`src/rtl/enigma_pkg.sv`:
```
// rtl/enigma_pkg.sv - shared types and constants for the enigma plugboard configuration path
package enigma_pkg;

  localparam int PB_NUM_SLOTS = 10;
  localparam int PB_CW        = 5;

  typedef logic [PB_CW-1:0] char_t;

  typedef enum logic [1:0] {
    PB_CLEAR  = 2'd0,
    PB_ADD    = 2'd1,
    PB_REMOVE = 2'd2,
    PB_COMMIT = 2'd3
  } pb_op_e;

  typedef enum logic [1:0] {
    PB_OK       = 2'd0,
    PB_RANGE    = 2'd1,
    PB_SELF     = 2'd2,
    PB_CONFLICT = 2'd3
  } pb_err_e;

endpackage

```
`src/rtl/plugboard_cfg_ctrl.sv`:
```
// rtl/plugboard_cfg_ctrl.sv - plugboard swap LUT config sequencer (shadow edit, idle-gated commit)
// Optional feature: PB_READBACK_EN adds rb_sel/rb_data shadow-table readback.
module plugboard_cfg_ctrl
  import enigma_pkg::*;
#(
  parameter int NUM_SLOTS = PB_NUM_SLOTS,
  parameter int CW        = PB_CW
) (
  input  logic                    clk,
  input  logic                    rst,
  input  logic                    cmd_valid,
  output logic                    cmd_ready,
  input  logic [1:0]              cmd_op,
  input  logic [CW-1:0]           cmd_a,
  input  logic [CW-1:0]           cmd_b,
  output logic                    rsp_valid,
  output logic [1:0]              rsp_err,
  input  logic                    dp_busy,
  output logic [NUM_SLOTS*CW-1:0] pb_lut,
  output logic [2:0]              pair_cnt
`ifdef PB_READBACK_EN
  ,
  input  logic [CW-1:0]           rb_sel,
  output logic [CW-1:0]           rb_data
`endif
);

  localparam int            CNT_W  = $clog2(NUM_SLOTS + 1);
  localparam logic [CW-1:0] NS_C   = CW'(NUM_SLOTS);
  localparam logic [CW-1:0] LAST_C = CW'(NUM_SLOTS - 1);

  typedef enum logic [2:0] {
    S_IDLE, S_CHECK, S_WR_A, S_WR_B, S_CLR, S_CMT_WAIT, S_RESP
  } state_e;

  state_e         state;
  pb_op_e         op_q;
  logic [CW-1:0]  a_q, b_q, clr_idx;
  logic [CW-1:0]  shadow [NUM_SLOTS];
  logic [CW-1:0]  active [NUM_SLOTS];
  logic [CW-1:0]  sh_a, sh_b, wr_a_val, wr_b_val;
  logic [CNT_W-1:0] sh_cnt;
  logic           a_rng, b_rng;

  // Decoded lookups avoid indexing the table with an out-of-range letter.
  always_comb begin
    sh_a   = a_q;
    sh_b   = b_q;
    sh_cnt = '0;
    for (int i = 0; i < NUM_SLOTS; i++) begin
      if (a_q == CW'(i)) sh_a = shadow[i];
      if (b_q == CW'(i)) sh_b = shadow[i];
      if (shadow[i] != CW'(i)) sh_cnt = sh_cnt + CNT_W'(1);
    end
  end

  assign a_rng = (a_q >= NS_C);
  assign b_rng = (b_q >= NS_C);

  // REMOVE reuses b_q to hold the old partner, so both writes restore identity.
  assign wr_a_val = (op_q == PB_ADD) ? b_q : a_q;
  assign wr_b_val = (op_q == PB_ADD) ? a_q : b_q;

  always_comb begin
    pb_lut = '0;
    for (int i = 0; i < NUM_SLOTS; i++) pb_lut[i*CW +: CW] = active[i];
  end

  always_ff @(posedge clk) begin
    if (rst) begin
      state     <= S_IDLE;
      op_q      <= PB_CLEAR;
      a_q       <= '0;
      b_q       <= '0;
      clr_idx   <= '0;
      cmd_ready <= 1'b0;
      rsp_valid <= 1'b0;
      rsp_err   <= PB_OK;
      pair_cnt  <= '0;
      for (int i = 0; i < NUM_SLOTS; i++) begin
        shadow[i] <= CW'(i);
        active[i] <= CW'(i);
      end
    end else begin
      rsp_valid <= 1'b0;
      unique case (state)
        S_IDLE: begin
          cmd_ready <= 1'b1;
          if (cmd_valid && cmd_ready) begin
            cmd_ready <= 1'b0;
            op_q      <= pb_op_e'(cmd_op);
            a_q       <= cmd_a;
            b_q       <= cmd_b;
            clr_idx   <= '0;
            unique case (pb_op_e'(cmd_op))
              PB_CLEAR:  state <= S_CLR;
              PB_COMMIT: state <= S_CMT_WAIT;
              default:   state <= S_CHECK;
            endcase
          end
        end
        S_CHECK: begin
          if (op_q == PB_ADD) begin
            if (a_rng || b_rng) begin
              rsp_err <= PB_RANGE;  rsp_valid <= 1'b1; state <= S_RESP;
            end else if (a_q == b_q) begin
              rsp_err <= PB_SELF;   rsp_valid <= 1'b1; state <= S_RESP;
            end else if (sh_a != a_q || sh_b != b_q) begin
              rsp_err <= PB_CONFLICT; rsp_valid <= 1'b1; state <= S_RESP;
            end else begin
              state <= S_WR_A;
            end
          end else if (a_rng) begin
            rsp_err <= PB_RANGE; rsp_valid <= 1'b1; state <= S_RESP;
          end else if (sh_a == a_q) begin
            rsp_err <= PB_OK;    rsp_valid <= 1'b1; state <= S_RESP;
          end else begin
            b_q   <= sh_a;
            state <= S_WR_A;
          end
        end
        S_WR_A: begin
          for (int i = 0; i < NUM_SLOTS; i++)
            if (a_q == CW'(i)) shadow[i] <= wr_a_val;
          state <= S_WR_B;
        end
        S_WR_B: begin
          for (int i = 0; i < NUM_SLOTS; i++)
            if (b_q == CW'(i)) shadow[i] <= wr_b_val;
          rsp_err <= PB_OK; rsp_valid <= 1'b1; state <= S_RESP;
        end
        S_CLR: begin
          for (int i = 0; i < NUM_SLOTS; i++)
            if (clr_idx == CW'(i)) shadow[i] <= CW'(i);
          if (clr_idx == LAST_C) begin
            rsp_err <= PB_OK; rsp_valid <= 1'b1; state <= S_RESP;
          end else begin
            clr_idx <= clr_idx + CW'(1);
          end
        end
        S_CMT_WAIT: begin
          if (!dp_busy) begin
            for (int i = 0; i < NUM_SLOTS; i++) active[i] <= shadow[i];
            pair_cnt  <= 3'(sh_cnt >> 1);
            rsp_err   <= PB_OK;
            rsp_valid <= 1'b1;
            state     <= S_RESP;
          end
        end
        S_RESP: begin
          cmd_ready <= 1'b1;
          state     <= S_IDLE;
        end
        default: state <= S_IDLE;
      endcase
    end
  end

`ifdef PB_READBACK_EN
  always_ff @(posedge clk) begin
    rb_data <= rb_sel;
    for (int i = 0; i < NUM_SLOTS; i++)
      if (rb_sel == CW'(i)) rb_data <= shadow[i];
  end
`endif

endmodule

```
`config.mk`:
```
export PLATFORM = sky130hd
export DESIGN_NAME = plugboard_cfg_ctrl
export DESIGN_NICKNAME = d
export VERILOG_FILES = /design/src/rtl/enigma_pkg.sv /design/src/rtl/plugboard_cfg_ctrl.sv
export SDC_FILE = /design/constraint.sdc
export NUM_CORES = 1
export LEC_CHECK = 0
export ABC_AREA = 1
export ABC_CLOCK_PERIOD_IN_PS = 5800
export CORE_MARGIN = 2
export CORE_UTILIZATION = 55
export CTS_BUF_LIST = sky130_fd_sc_hd__clkbuf_4 sky130_fd_sc_hd__clkbuf_8
export DETAILED_ROUTE_END_ITERATION = 7
export PLACE_DENSITY = 0.82
export SYNTH_ARGS = -nofsm -noshare
export SYNTH_HDL_FRONTEND = slang
export SYNTH_SLANG_ARGS = --single-unit
```
`constraint.sdc`:
```
create_clock -name clk -period 5.8 [get_ports clk]
set_input_delay 1.16 -clock clk [delete_from_list [all_inputs] [get_ports clk]]
set_output_delay 1.16 -clock clk [all_outputs]
set_load 0.03 [all_outputs]
```
==> results.py, run 1 <==
metrics = {
    "layout": {
        "n_fill_cell": 1247,
        "final_nets": 1230,
        "num_antenna_cells": 0,
        "syn_to_final_growth_pct": 14.96,
        "stdcell_area_mm2": 0.009472,
        "drive_gt1_frac": 0.09901,
    },
    "yosys": {
        "syn-cell-area_mm2": 0.008239,
        "ys_ff_latch": 127,
        "synth_edf_count": 100,
        "synth.top_cell.area_share": 0.3645,
        "yosysWarnings": 0,
        "yosysSeqAreaShare": 0.4301,
        "ys_types": 50,
        "synth_mux_area_frac": 0,
        "synth-compound-area-share": 0.09780,
        "synth-simple-area-share": 0.3374,
        "synth_area_leaders": "edfxtp_1 36%, nand2_1 17%, inv_1 7.7%",
        "yosysMostFrequentCell": "nand2_1",
        "avgSynthCellArea_um2": 7.337,
        "syn_nets": 1153,
        "synth_top_family_by_area": "simple AND/OR/NAND/NOR gates",
        "synthAdderAreaFrac": 0.02126,
        "ys.flop_type": "edfxtp_1",
        "synthArstFlopShare": 0,
        "synthTopCellsByCount": "363 x nand2_1, 169 x inv_1, 100 x edfxtp_1, 98 x nor2_1, 65 x nand3_1",
        "yosysTopAreaCell": "edfxtp_1",
        "synth_xor_area_frac": 0.006378,
        "synth_cells": 1123,
    },
    "pwr": {
        "ir_drop_mv": 0.3297,
        "intPower_mw": 1.927,
        "p_per_area_mw_per_mm2": 386.2,
        "p_leak_nw": 4.213,
        "seq_power_share": 0.324,
        "combPwrFrac": 0.499,
        "clkPwrFrac": 0.177,
        "switching_share": 0.4732,
        "p_switching_mw": 1.731,
    },
    "timing": {
        "finalHoldViolCount": 0,
        "timing.slew.headroom": 0.1619,
        "period_share": 0.9616,
        "fin_setup_tns_ns": 0,
        "setup_viol": 0,
        "tightest_slew_ns": 1.249,
        "skew_ns": 0.01188,
        "max_freq_mhz": 179.3,
        "period_needed_ns": 5.578,
        "slew_viol_final": 0,
    },
    "setup_path": {
        "crit_slowest_cell": "edfxtp_1",
        "critPathLaunchType": "flip-flop",
        "crit_buf_inv": 8,
        "max_stage_delay_ns": 0.39,
        "cp.arrival_ns": 5.93,
        "crit_family": "adder cells",
        "ff2ff_path_depth": 31,
        "critPathKind": "reg2reg",
        "required_ns": 6.15,
        "worstSetupEndpointType": "flip-flop",
        "worst-path-stages": 31,
        "cp_common_cell": "ha_1",
        "cp_max_fo": 4,
    },
    "clock_tree": {
        "cts_max_path_buffers": 2,
        "cts_buffers": 17,
        "h-tree-depth": 4,
        "clk_latency_ns": 0.47,
        "clk_pin_slew_worst_paths_ns": 0.07,
        "cts_tree": "yes",
        "cts_root_buffer": "clkbuf_8",
        "hold_buffers": 0,
        "clock_sinks": 127,
    },
    "outcome": {
        "status": "finished clean",
    },
    "floorplanning": {
        "pin_count": 73,
        "die_y_um": 126.4,
        "fp.dieW_um": 126.4,
        "coreArea_mm2": 0.01459,
        "start_util": 0.5648,
        "die_area_mm2": 0.01598,
        "rows": 44,
    },
    "global_routing": {
        "grt_pass1_vias": 7311,
        "grt_pass1_wl_um": 36800,
        "grt_usage": 0.2974,
        "grt_max_degree": 51,
        "antenna_found_initial": 1,
        "gr-total-overflow": 0,
    },
    "place": {
        "portBuffers": 72,
        "gp_congestion": 1.050,
        "dpl_cell_area_mm2": 0.009081,
        "hpwl_um": 17830,
    },
    "detailed_routing": {
        "initialDrtViolationCount": 1087,
        "wl_um": 23810,
        "via_per_inst": 5.679,
        "dr.pass1.iters": 6,
        "dr_total_vias": 7928,
        "avgRoutedWirePerCell_um": 17.06,
        "ant_nets": 0,
        "drc": 0,
    },
    "job": {
        "cap_violations": 0,
    },
    "min_path": {
        "min_path_type": "reg2reg",
        "holdPathStages": 2,
    },
}
path summary, 6_finish.rpt:
kind	slack, ns	to	start
worst max-delay path	0.22	pair_cnt[0]$_SDFFE_PP0P_	shadow[1][3]$_SDFFCE_PP0P_
worst min-delay path	0.49	pair_cnt[2]$_SDFFE_PP0P_	pair_cnt[2]$_SDFFE_PP0P_
worst max register to register	0.22	pair_cnt[0]$_SDFFE_PP0P_	shadow[1][3]$_SDFFCE_PP0P_
worst min register to register	0.49	pair_cnt[2]$_SDFFE_PP0P_	pair_cnt[2]$_SDFFE_PP0P_
tightest hold or removal path: stages (launching register included):
cell,delay (ns)
dfxtp_1,0.32
nand3_1,0.08
nand2_1,0.05
routing by layer:
metal | GRT usage | vias up | routed length [µm]
met5 | 0 | - | 13
met4 | 0.1635 | 2 | 1116
met3 | 0.06706 | 83 | 2246
met2 | 0.4772 | 469 | 11060
met1 | 0.3736 | 3593 | 9374
li1 | - | 3781 | -
repair_timing:
item                                    CTS  global route
endpoints found under the setup margin    2             3
buffers inserted                          0             3
pin swaps                                 0             6
gates resized for setup                   3            11
cell families (layout without fill, tap and decap cells):
group,Yosys count,count (layout)
AOI/OAI and AO/OA,142,142
buffers and inverters,213,302
and+or+nand+nor,621,621
xor gates and xnor gates,6,6
adders and majority gates,14,14
DFF,127,127
layout by cell type (no fill, tap or decap), types with 4 or more instances in the layout:
master           netlist  layout
nand3_2                6       6
o22ai_1                5       5
nor3_1                14      14
o21ai_0               48      46
nand2_1              363     359
nand4_1               19      19
dfxtp_1               27      27
inv_1                169     167
clkdlybuf4s50_1        0      72
nor2_1                98      98
a21oi_1               50      50
clkinv_2               0       4
inv_2                 14      16
o21ai_1                7       7
clkbuf_8               0      17
nand3_1               65      65
o211ai_1              17      17
nand2_2               12      16
o21a_1                 5       5
clkbuf_4               1       5
buf_4                  3       9
ha_1                  14      13
nor2_2                12      12
nor2_4                 9       9
edfxtp_1             100     100
clkinv_1               4       7
flip-flops by register name (all words and copies together), names as in the netlist:
register and count:
b_q 5, pair_cnt 3, cmd_ready 1, active 50, rsp_valid 1, op_q 2
shadow 50, clr_idx 5, a_q 5, state 3, rsp_err 2
power groups by stage:
stage / combinational, mW / sequential, mW / clock (mW)
2_1_floorplan: 1.28 / 1.16 / 0
3_3_place_gp: 1.68 / 1.19 / 0
3_5_place_dp: 1.71 / 1.20 / 0
4_1_cts: 1.73 / 1.18 / 0.650
5_1_grt: 1.99 / 1.19 / 0.691
6_report: 1.83 / 1.18 / 0.647
final cells by class:
cell class,instances,area [µm²],share of cell area
timing repair buffer,81,788.3,0.08322
clock buffer,22,271.5,0.02867
multi-input combinational,783,3866,0.4082
sequential,127,3543,0.3741
tap,184,230.2,0.02431
inverter,190,725.7,0.07662
clock inverter,9,46.29,0.004888
stage by stage:
stage / setup WS (ns) / cells / util / hold slack (ns) / total power, mW
6_report: 0.2225 / 1396 / 0.6492 / 0.4850 / 3.658
2_1_floorplan: 0.4490 / 1123 / - / 0.5045 / 2.441
5_1_grt: -0.07025 / 1396 / 0.6492 / 0.5103 / 3.866
4_1_cts: 0.03539 / 1393 / 0.6450 / 0.4856 / 3.554
3_3_place_gp: 0.1166 / 1362 / 0.6225 / 0.4749 / 2.877
3_5_place_dp: -0.06219 / 1362 / 0.6225 / 0.4751 / 2.910
(Power assumes the default switching activity.)
==> inputs of run 2 (changes only) <==
--- a/config.mk
+++ b/config.mk
@@ -10,6 +10,7 @@
 export CORE_MARGIN = 2
 export CORE_UTILIZATION = 55
 export CTS_BUF_LIST = sky130_fd_sc_hd__clkbuf_4 sky130_fd_sc_hd__clkbuf_8
+export CTS_CLUSTER_SIZE = 10
 export DETAILED_ROUTE_END_ITERATION = 7
 export PLACE_DENSITY = 0.82
 export SYNTH_ARGS = -nofsm -noshare
==> results of run 2 <==
Same layout as run 1: the final DEF is identical, and so are final timing and power.
